`config.mk`:
```
export PLATFORM = sky130hd
export DESIGN_NAME = button_conditioner_flat
export DESIGN_NICKNAME = d
export VERILOG_FILES = /design/src/rtl/button_conditioner_if.sv /design/src/rtl/button_conditioner.sv /design/src/flat_wrapper.sv
export SDC_FILE = /design/constraint.sdc
export NUM_CORES = 1
export LEC_CHECK = 0
export CORE_MARGIN = 10
export CORE_UTILIZATION = 55
export CTS_CLUSTER_DIAMETER = 120
export DETAILED_ROUTE_END_ITERATION = 8
export GPL_TIMING_DRIVEN = 0
export PLACE_DENSITY_LB_ADDON = 0.2
export SLEW_MARGIN = 20
export SYNTH_ARGS = -nofsm -noshare
export SYNTH_HDL_FRONTEND = slang
export SYNTH_SLANG_ARGS = --single-unit
```
`constraint.sdc`:
```
create_clock -name clk -period 19.35 [get_ports clk]
set_clock_uncertainty 0.2 [all_clocks]
set_input_delay 2.9025 -clock clk [delete_from_list [all_inputs] [get_ports clk]]
set_output_delay 2.9025 -clock clk [all_outputs]
set_load 0.05 [all_outputs]
```
`src/rtl/button_conditioner_if.sv`:
```
// button_conditioner_if: raw button levels and repeat enables in, debounced levels and event pulses out.
//   btn_in        raw asynchronous button levels, 1 = pressed
//   repeat_en     per-channel auto-repeat enable
//   level_out     debounced button level
//   press_pulse   one-cycle pulse per accepted press and per repeat
//   repeat_pulse  marks press_pulse cycles that are repeats
//   release_pulse one-cycle pulse per accepted release
//   any_press     OR of all press_pulse bits
interface button_conditioner_if #(parameter int N_CH = 4);
    logic [N_CH-1:0] btn_in, repeat_en, level_out, press_pulse, repeat_pulse, release_pulse;
    logic any_press;
    modport master(
        output btn_in, repeat_en,
        input level_out, press_pulse, repeat_pulse, release_pulse, any_press
    );
    modport slave(
        input btn_in, repeat_en,
        output level_out, press_pulse, repeat_pulse, release_pulse, any_press
    );
endinterface

```
`src/rtl/button_conditioner.sv`:
```
// button_conditioner: per-channel synchroniser, hold-time debouncer, press/release pulses and auto-repeat.
//   clk    system clock
//   reset  asynchronous active-high reset
//   bus    button_conditioner_if slave: btn_in/repeat_en in; level_out, press/repeat/release pulses, any_press out
module button_conditioner #(
    parameter int N_CH            = 4,
    parameter int SYNC_STAGES     = 2,
    parameter int DEBOUNCE_CYCLES = 500000,
    parameter int REPEAT_DELAY    = 25000000,
    parameter int REPEAT_PERIOD   = 5000000
) (
    input  logic                 clk,
    input  logic                 reset,
    button_conditioner_if.slave  bus
);
    localparam int DW   = DEBOUNCE_CYCLES > 1 ? $clog2(DEBOUNCE_CYCLES) : 1;
    localparam int TMAX = REPEAT_DELAY > REPEAT_PERIOD ? REPEAT_DELAY : REPEAT_PERIOD;
    localparam int TW   = TMAX > 1 ? $clog2(TMAX) : 1;
    localparam logic [DW-1:0] DEB_LAST = DW'(DEBOUNCE_CYCLES - 1);
    localparam logic [TW-1:0] RD_LAST  = TW'(REPEAT_DELAY - 1);
    localparam logic [TW-1:0] RP_LAST  = TW'(REPEAT_PERIOD - 1);

    if (SYNC_STAGES < 2 || DEBOUNCE_CYCLES < 1 || REPEAT_DELAY < 1 || REPEAT_PERIOD < 1) begin : g_bad_params
        $error("button_conditioner: illegal parameter values");
    end

    typedef enum logic [1:0] {IDLE, HOLD, DELAY, REPEAT} state_t;

    logic [N_CH-1:0] lvl_v, press_v, rep_v, rel_v;

    for (genvar c = 0; c < N_CH; c++) begin : g_ch
        logic [SYNC_STAGES-1:0] sync;
        logic [DW-1:0] cnt;
        logic [TW-1:0] tmr, tmr_nxt;
        logic lvl, s, accept, rise, fall, rep_hit, press_q, rep_q, rel_q;
        state_t state, state_nxt;

        assign s      = sync[SYNC_STAGES-1];
        // the level flips only after s has disagreed with it for DEBOUNCE_CYCLES edges in a row
        assign accept = (s != lvl) && (cnt == DEB_LAST);
        assign rise   = accept && !lvl;
        assign fall   = accept && lvl;

        always_ff @(posedge clk or posedge reset) begin
            if (reset) begin
                sync    <= '0;
                cnt     <= '0;
                lvl     <= 1'b0;
                state   <= IDLE;
                tmr     <= '0;
                press_q <= 1'b0;
                rep_q   <= 1'b0;
                rel_q   <= 1'b0;
            end else begin
                sync    <= {sync[SYNC_STAGES-2:0], bus.btn_in[c]};
                cnt     <= (s == lvl || accept) ? '0 : cnt + 1'b1;
                lvl     <= lvl ^ accept;
                state   <= state_nxt;
                tmr     <= tmr_nxt;
                press_q <= rise | rep_hit;
                rep_q   <= rep_hit;
                rel_q   <= fall;
            end
        end

        // a release overrides everything, including a repeat due on the same edge
        always_comb begin
            state_nxt = state;
            tmr_nxt   = tmr;
            rep_hit   = 1'b0;
            if (fall) begin
                state_nxt = IDLE;
                tmr_nxt   = '0;
            end else begin
                case (state)
                    IDLE: if (rise) begin
                        state_nxt = bus.repeat_en[c] ? DELAY : HOLD;
                        tmr_nxt   = '0;
                    end
                    HOLD: if (bus.repeat_en[c]) begin
                        state_nxt = DELAY;
                        tmr_nxt   = '0;
                    end
                    DELAY: if (!bus.repeat_en[c]) state_nxt = HOLD;
                    else if (tmr == RD_LAST) begin
                        rep_hit   = 1'b1;
                        state_nxt = REPEAT;
                        tmr_nxt   = '0;
                    end else tmr_nxt = tmr + 1'b1;
                    default: if (!bus.repeat_en[c]) state_nxt = HOLD;
                    else if (tmr == RP_LAST) begin
                        rep_hit = 1'b1;
                        tmr_nxt = '0;
                    end else tmr_nxt = tmr + 1'b1;
                endcase
            end
        end

        assign lvl_v[c]   = lvl;
        assign press_v[c] = press_q;
        assign rep_v[c]   = rep_q;
        assign rel_v[c]   = rel_q;
    end

    assign bus.level_out     = lvl_v;
    assign bus.press_pulse   = press_v;
    assign bus.repeat_pulse  = rep_v;
    assign bus.release_pulse = rel_v;
    assign bus.any_press     = |press_v;
endmodule

```
`src/flat_wrapper.sv`:
```
// flat-port wrapper written by rule: the top's interface ports become plain ports
module button_conditioner_flat 
#(
    parameter int N_CH            = 4,
    parameter int SYNC_STAGES     = 2,
    parameter int DEBOUNCE_CYCLES = 500000,
    parameter int REPEAT_DELAY    = 25000000,
    parameter int REPEAT_PERIOD   = 5000000
)
  (clk, reset, bus_btn_in, bus_repeat_en, bus_level_out, bus_press_pulse, bus_repeat_pulse, bus_release_pulse, bus_any_press);
  button_conditioner_if #(.N_CH(N_CH)) bus_i ();
  input  logic clk;
  input  logic reset;
  input wire logic [$bits(bus_i.btn_in)-1:0] bus_btn_in;
  input wire logic [$bits(bus_i.repeat_en)-1:0] bus_repeat_en;
  output wire logic [$bits(bus_i.level_out)-1:0] bus_level_out;
  output wire logic [$bits(bus_i.press_pulse)-1:0] bus_press_pulse;
  output wire logic [$bits(bus_i.repeat_pulse)-1:0] bus_repeat_pulse;
  output wire logic [$bits(bus_i.release_pulse)-1:0] bus_release_pulse;
  output wire logic [$bits(bus_i.any_press)-1:0] bus_any_press;
  assign bus_i.btn_in = bus_btn_in;
  assign bus_i.repeat_en = bus_repeat_en;
  assign bus_level_out = bus_i.level_out;
  assign bus_press_pulse = bus_i.press_pulse;
  assign bus_repeat_pulse = bus_i.repeat_pulse;
  assign bus_release_pulse = bus_i.release_pulse;
  assign bus_any_press = bus_i.any_press;
  button_conditioner #(.N_CH(N_CH), .SYNC_STAGES(SYNC_STAGES), .DEBOUNCE_CYCLES(DEBOUNCE_CYCLES), .REPEAT_DELAY(REPEAT_DELAY), .REPEAT_PERIOD(REPEAT_PERIOD)) u_core (.clk(clk), .reset(reset), .bus(bus_i));
endmodule
```
==> results of run 1 <==
-- routing by layer --
| metal | track usage [%] | wire length (um) | vias to the layer above |
|---|---|---|---|
| met5 | 0 | 0 | - |
| met3 | 2.589 | 998 | 48 |
| met1 | 25.37 | 12040 | 4607 |
| li1 | - | - | 4690 |
| met2 | 30.58 | 11820 | 197 |
| met4 | 5.636 | 573 | 0 |
-- cells in the final DEF (no fill, tap or decap), types with 11 or more instances in the layout --
master / count
nand2_1: 118
buf_4: 18
o31ai_1: 25
or2_2: 11
clkdlybuf4s50_1: 26
nand2b_1: 11
nor3_1: 31
ha_1: 23
nor2b_1: 21
and2_1: 17
nand4_1: 43
a21o_1: 16
a21oi_1: 22
a22o_1: 37
xnor2_1: 27
nor2_1: 155
xor2_1: 39
nor4_1: 20
and3_1: 27
nand3_1: 89
inv_1: 31
clkbuf_16: 25
dfrtp_1: 208
a22oi_1: 13
clkbuf_1: 30
o21ai_0: 61
-- flip-flops by register name, summed over array words and instances, names as in the netlist, named ones only --
signal               cells
u_core.g_ch.tmr        100
u_core.g_ch.sync         8
u_core.g_ch.rel_q        4
u_core.g_ch.rep_q        4
u_core.g_ch.press_q      4
u_core.g_ch.state        8
u_core.g_ch.cnt         76
-- how the worst max path moves through the flow --
stage	from	to	slack [ns]	cells after the start
floorplan	reset	asynchronous set/reset pin	10.57	1
global placement	reset	u_core.g_ch[0].tmr[23]	7.92	2
detailed placement	bus_repeat_en[0]	u_core.g_ch[0].tmr[16]	13.77	4
CTS	u_core.g_ch[0].press_q	bus_any_press	14.09	2
global route	bus_repeat_en[2]	u_core.g_ch[2].state[0]	14.02	7
finish	u_core.g_ch[0].press_q	bus_any_press	14.11	2
-- report_power, final --
part	total [W]	switching [W]	internal, W	leakage (nW)
combinational	0.000242	0.000146	0.0000957	2.23
sequential	0.000511	0.0000435	0.000467	2.78
clock	0.000440	0.000174	0.000266	0.384
total	0.00119	0.000363	0.000829	5.39
-- logic make-up after synthesis --
family / Yosys count
adders and majority gates: 23
buffers and inverters: 83
muxes: 8
xor gates and xnor gates: 66
DFF: 208
AOI/OAI and AO/OA: 251
and+or+nand+nor: 613
-- final cells by class --
type                            count  share of cell area, %
Timing Repair Buffer               27                  2.222
Sequential cell                   208                  40.19
Inverter                           32                 0.9853
Multi-Input combinational cell    961                  45.91
Buffer                             51                  2.154
Tap cell                          270                  2.608
Clock inverter                      6                 0.4250
Clock buffer                       35                  5.506
-- stage by stage --
| step | hold slack [ns] | utilization (%) | setup WS [ns] | power [W] |
|---|---|---|---|---|
| global route | 0.1445 | 63.40 | 14.02 | 0.001259 |
| global placement | 0.1353 | 59.41 | 7.916 | 0.0007471 |
| detailed placement | 0.1396 | 59.58 | 13.77 | 0.0007573 |
| finish | 0.1315 | 63.40 | 14.11 | 0.001192 |
| CTS | 0.1368 | 63.35 | 14.09 | 0.001202 |
| floorplan | 0.1312 | - | 10.57 | 0.0006887 |
==> impl_metrics.csv, run 1 <==
group,metric,value,unit
yosys,synth_cells,1252,
cts,cts.sinks,208,
routing,vias_per_cell,6.001,
hold_path,min_to,"u_core.g_ch[2].sync[1]",
yosys,synthMuxAreaShare,0.7156,%
yosys,dominantRegCellSynth,"dfrtp_1",
cts,ctsRootBufferMaster,"clkbuf_16",
yosys,ys_top_cells_by_count,"208 x dfrtp_1, 155 x nor2_1, 118 x nand2_1, 89 x nand3_1, 61 x o21ai_0",
hold_path,hold_path_class,"reg2reg",
timing,max_slew_margin,46.94,%
finish,multi_input_comb_area,5947,um^2
yosys,synth_top_area_cell,"dfrtp_1",
pwr,power.density,92.05,nW/um^2
yosys,synth_compound_area_share,15.84,%
hold_path,hold_depth,0,
cts,clkLatencyLatePin,0.53,ns
setup_path,r2r-start,"u_core.g_ch[1].cnt[7]",
timing,post-route-period-util,27.07,%
yosys,ys_warn_count,0,
timing,hold_violations,0,
setup_path,cp-end-kind,"output pin",
yosys,synth-simple-area-share,27.38,%
floorplan,start_util,56.49,%
pwr,p_leak,5.389,nW
setup_path,timing.critical_path.buf_inv,1,
setup_path,reg2reg_to,"u_core.g_ch[1].tmr[15]",
cts,htree_levels,1,
cts,holdBufCountCts,0,
yosys,synth.most_common_cell,"dfrtp_1",
finish,seq_area,5205,um^2
placed_design,dp_hpwl,17.13,mm
finish,finalNetCount,1338,
yosys,synth_xor_area_share,5.009,%
cts,cts_made_buffers,24,
placed_design,place_area,12170,um^2
yosys,synth_top_family_by_area,"simple AND/OR/NAND/NOR gates",
hold_path,min_from,"u_core.g_ch[2].sync[0]",
yosys,syn_avg_cell_area,9.217,um^2
routing,drtIter0Drc,872,
routing,routedWlPerCell,15.99,um
setup_path,cp.required,16.25,ns
cts,path_clk_slew,0.06,ns
finish,drive_gt1_share,7.045,%
setup_path,ff2ff_path_depth,7,
setup_path,cp_max_fo,2,
yosys,synth_seq_area_share,45.10,%
outcome,outcome,"finished clean",
setup_path,criticalPathCategory,"reg2out",
yosys,async_flop_share,100.0,%
floorplan,die-area,27180,um^2
floorplan,coreArea,20430,um^2
routing,vias,9542,
yosys,synth_edf_count,0,
routing,ant_nets,0,
timing,setup_viol,0,
floorplan,fp-row-count,52,
cts,ctsResizeCount,0,
global_route,track_usage,18.73,%
yosys,synthTopCellsByArea,"dfrtp_1 45%, nor2_1 5.0%, nand3_1 3.9%, nand2_1 3.8%, xor2_1 3.0%",
cts,postCtsSetupBuffers,0,
yosys,netlist.area_leader.share,45.10,%
pwr,ir_worst_vdd,0.07556,mV
placed_design,portBuffers,26,
finish,fill_cells,1704,
placed_design,gp_congestion,0.9196,
setup_path,critical_path.top_delay_family,"buffers and inverters",
timing,finalCriticalPeriod,5.239,ns
timing,setup-tns-final,0,ns
setup_path,cp_slowest_stage_delay,0.71,ns
cts,cts_buffer_depth,3,
floorplan,fp.dieH,164.9,um
global_route,antenna_found_initial,0,
yosys,synth_fa_ha_area_share,2.494,%
placed_design,place_inst,1549,
timing,tightest_slew,0.7887,ns
global_route,grt_first_pass_wirelength,43.44,mm
timing,slew_viol_final,0,
yosys,yosysUniqueCellTypes,73,
setup_path,cp_slowest_cell,"clkdlybuf4s50_1",
setup_path,crit_path_cell_trace,"or4_1, clkdlybuf4s50_1",
timing,rsz0062_at_grt,"no",
finish,area_growth,12.24,%
global_route,gr-total-overflow,0,
finish,num_antenna_cells,0,
yosys,syn_nets,1285,
flow_run,maxCapViolCount,0,
finish,instances_no_fill,1590,
global_route,grt_pass1_vias,9187,
routing,first_pass_iters,5,
setup_path,crit_arrival,2.14,ns
setup_path,start_kind,"register",
cts,cts_tree,"yes",
timing,max_freq,190.9,MHz
yosys,ys_seq_elements,208,
routing,drc_errors,0,
routing,routed_wl,25.43,mm
finish,design_area,12950,um^2
setup_path,reg2reg_slack,16.03,ns
yosys,synth_area,11540,um^2
floorplan,num_io_pins,27,
floorplan,die_width,164.9,um
global_route,grt_max_degree,107,
Note: power is estimated with default switching activity, not from simulation.
==> run 2: changes to the inputs <==
==> constraint.sdc (replaced) <==
create_clock -name clk -period 4.4 [get_ports clk]
set_clock_uncertainty 0.2 [all_clocks]
set_input_delay 0.66 -clock clk [delete_from_list [all_inputs] [get_ports clk]]
set_output_delay 0.66 -clock clk [all_outputs]
set_load 0.05 [all_outputs]
==> run 2 against run 1 <==
Compared with the run above:
- worst setup slack worse by 13 ns
- final cell count up 0.57%
- clock-buffer cell count up 1
- power rose to 4.5 times the previous value
- sequential power rose to 4.4 times the previous value
- critical endpoint is now u_core.g_ch[1].tmr[19]
- largest power group unchanged
==> impl_metrics.csv, run 2 (same netlist as run 1, synthesis figures left out) <==
group,metric,value,unit
outcome,outcome,"finished clean",
cts,htree_levels,1,
pwr,power.density,405.8,nW/um^2
setup_path,crit_path_cell_trace,"nor4b_1, nand2_1, or4_1, a21oi_1, nand2_1, buf_2, o31ai_1",
setup_path,cp_slowest_stage_delay,0.61,ns
floorplan,fp-row-count,52,
placed_design,gp_congestion,0.9314,
global_route,gr-total-overflow,0,
global_route,track_usage,19.09,%
timing,setup_viol,0,
finish,area_growth,13.46,%
timing,tightest_slew,0.8309,ns
global_route,grt_first_pass_wirelength,44.46,mm
cts,cts_buffer_depth,3,
hold_path,hold_path_class,"reg2reg",
floorplan,coreArea,20430,um^2
finish,drive_gt1_share,7.449,%
cts,postCtsSetupBuffers,0,
setup_path,crit_arrival,3.45,ns
placed_design,dp_slack,1.152,ns
routing,drtIter0Drc,843,
setup_path,cp.required,4.61,ns
setup_path,timing.critical_path.buf_inv,1,
cts,clkLatencyLatePin,0.52,ns
routing,drc_errors,0,
timing,hold_violations,0,
cts,cts_tree,"yes",
floorplan,die-area,27180,um^2
finish,finalNetCount,1344,
cts,cts_made_buffers,24,
finish,instances_no_fill,1599,
pwr,ir_worst_vdd,0.2941,mV
global_route,grt_pass1_vias,9296,
placed_design,dp_hpwl,17.91,mm
routing,vias_per_cell,6.004,
timing,max_slew_margin,44.10,%
finish,final_common_cell,"dfrtp_1",
setup_path,cp_max_fo,10,
global_route,grt_max_degree,34,
routing,first_pass_iters,5,
routing,routedWlPerCell,16.00,um
flow_run,maxCapViolCount,0,
timing,max_freq,308.5,MHz
finish,fill_cells,1692,
cts,ctsResizeCount,0,
finish,largest_reg_flops,100,
routing,vias,9601,
timing,whs,0.1475,ns
finish,seq_area,5205,um^2
cts,cts.sinks,208,
finish,top_register,"u_core.g_ch.tmr",
timing,post-route-period-util,73.68,%
timing,fin_ws,1.158,ns
placed_design,portBuffers,26,
floorplan,start_util,56.49,%
pwr,p_leak,5.439,nW
cts,path_clk_slew,0.06,ns
setup_path,start_kind,"register",
finish,num_antenna_cells,0,
setup_path,critical_path.top_delay_family,"simple AND/OR/NAND/NOR gates",
setup_path,criticalPathCategory,"reg2reg",
finish,final_cell_mix,"208 x dfrtp_1, 155 x nor2_1, 118 x nand2_1, 89 x nand3_1, 61 x o21ai_0",
setup_path,cp_slowest_cell,"a21oi_1",
setup_path,cp-end-kind,"register",
finish,reg_top3,"u_core.g_ch.tmr x100, u_core.g_ch.cnt x76",
cts,ctsRootBufferMaster,"clkbuf_16",
pwr,power,0.005313,W
setup_path,crit_top_cell,"nand2_1",
timing,rsz0062_at_grt,"no",
routing,routed_wl,25.58,mm
finish,multi_input_comb_area,5947,um^2
placed_design,place_inst,1555,
timing,finalCriticalPeriod,3.242,ns
floorplan,fp.dieH,164.9,um
floorplan,die_width,164.9,um
global_route,antenna_found_initial,0,
routing,ant_nets,0,
floorplan,num_io_pins,27,
timing,slew_viol_final,0,
cts,holdBufCountCts,0,
run 2: cell types whose count changed in the layout (fill, tap and decap cells not counted):
cell,delta
clkbuf_8,-2
clkinvlp_4,+3
buf_12,+6
clkinv_2,-1
clkbuf_1,+3
inv_8,-1
bufinv_16,+1
run 2: area by class of cell:
cell class                 instances  area share [%]
buffer                            51           2.131
clock buffer                      36           5.323
clock inverter                     8          0.7263
inverter                          32          0.9461
multi-input combinational        961           45.42
sequential                       208           39.76
tap                              270           2.580
timing repair buffer              33           3.115
run 2: final timing paths:
kind	startpoint	to	slack, ns	cells after the start
max	u_core.g_ch[1].cnt[7]	u_core.g_ch[1].tmr[19]	1.16	7
min	u_core.g_ch[1].sync[0]	u_core.g_ch[1].sync[1]	0.15	0
max reg2reg	u_core.g_ch[1].cnt[7]	u_core.g_ch[1].tmr[19]	1.16	7
min reg2reg	u_core.g_ch[1].sync[0]	u_core.g_ch[1].sync[1]	0.15	0
max in group asynchronous	reset	u_core.g_ch[0].tmr[20]	2.55	6
min in group asynchronous	reset	u_core.g_ch[2].tmr[6]	0.30	2
run 2: worst register-to-register path, stage by stage (launching register included):
cell and delay, ns:
dfrtp_1 0.43, nor4b_1 0.31, nand2_1 0.19, or4_1 0.54, a21oi_1 0.61, nand2_1 0.31, buf_2 0.28, o31ai_1 0.26
run 2: metal layers:
layer  track usage [%]  up-vias  routed length [um]
li1                  -     4715                   -
met1             26.12     4652               12100
met2             31.02      192               11790
met3             2.813       42                1128
met4             5.193        0                 565
met5                 0        -                   0
run 2: per-stage QoR:
step | setup TNS [ns] | util, % | instance area, um^2
2_1_floorplan | 0 | - | 11540
3_3_place_gp | -162.82 | 59.43 | 12140
3_5_place_dp | 0 | 60.18 | 12290
4_1_cts | 0 | 64.06 | 13090
5_1_grt | 0 | 64.09 | 13090
6_report | 0 | 64.09 | 13090
run 2: where the power goes:
part	internal, W	total (W)	switching, W
Sequential	0.00205	0.00225	0.000194
Combinational	0.000433	0.00107	0.000642
Clock	0.00121	0.00199	0.000779
Total	0.00370	0.00531	0.00162
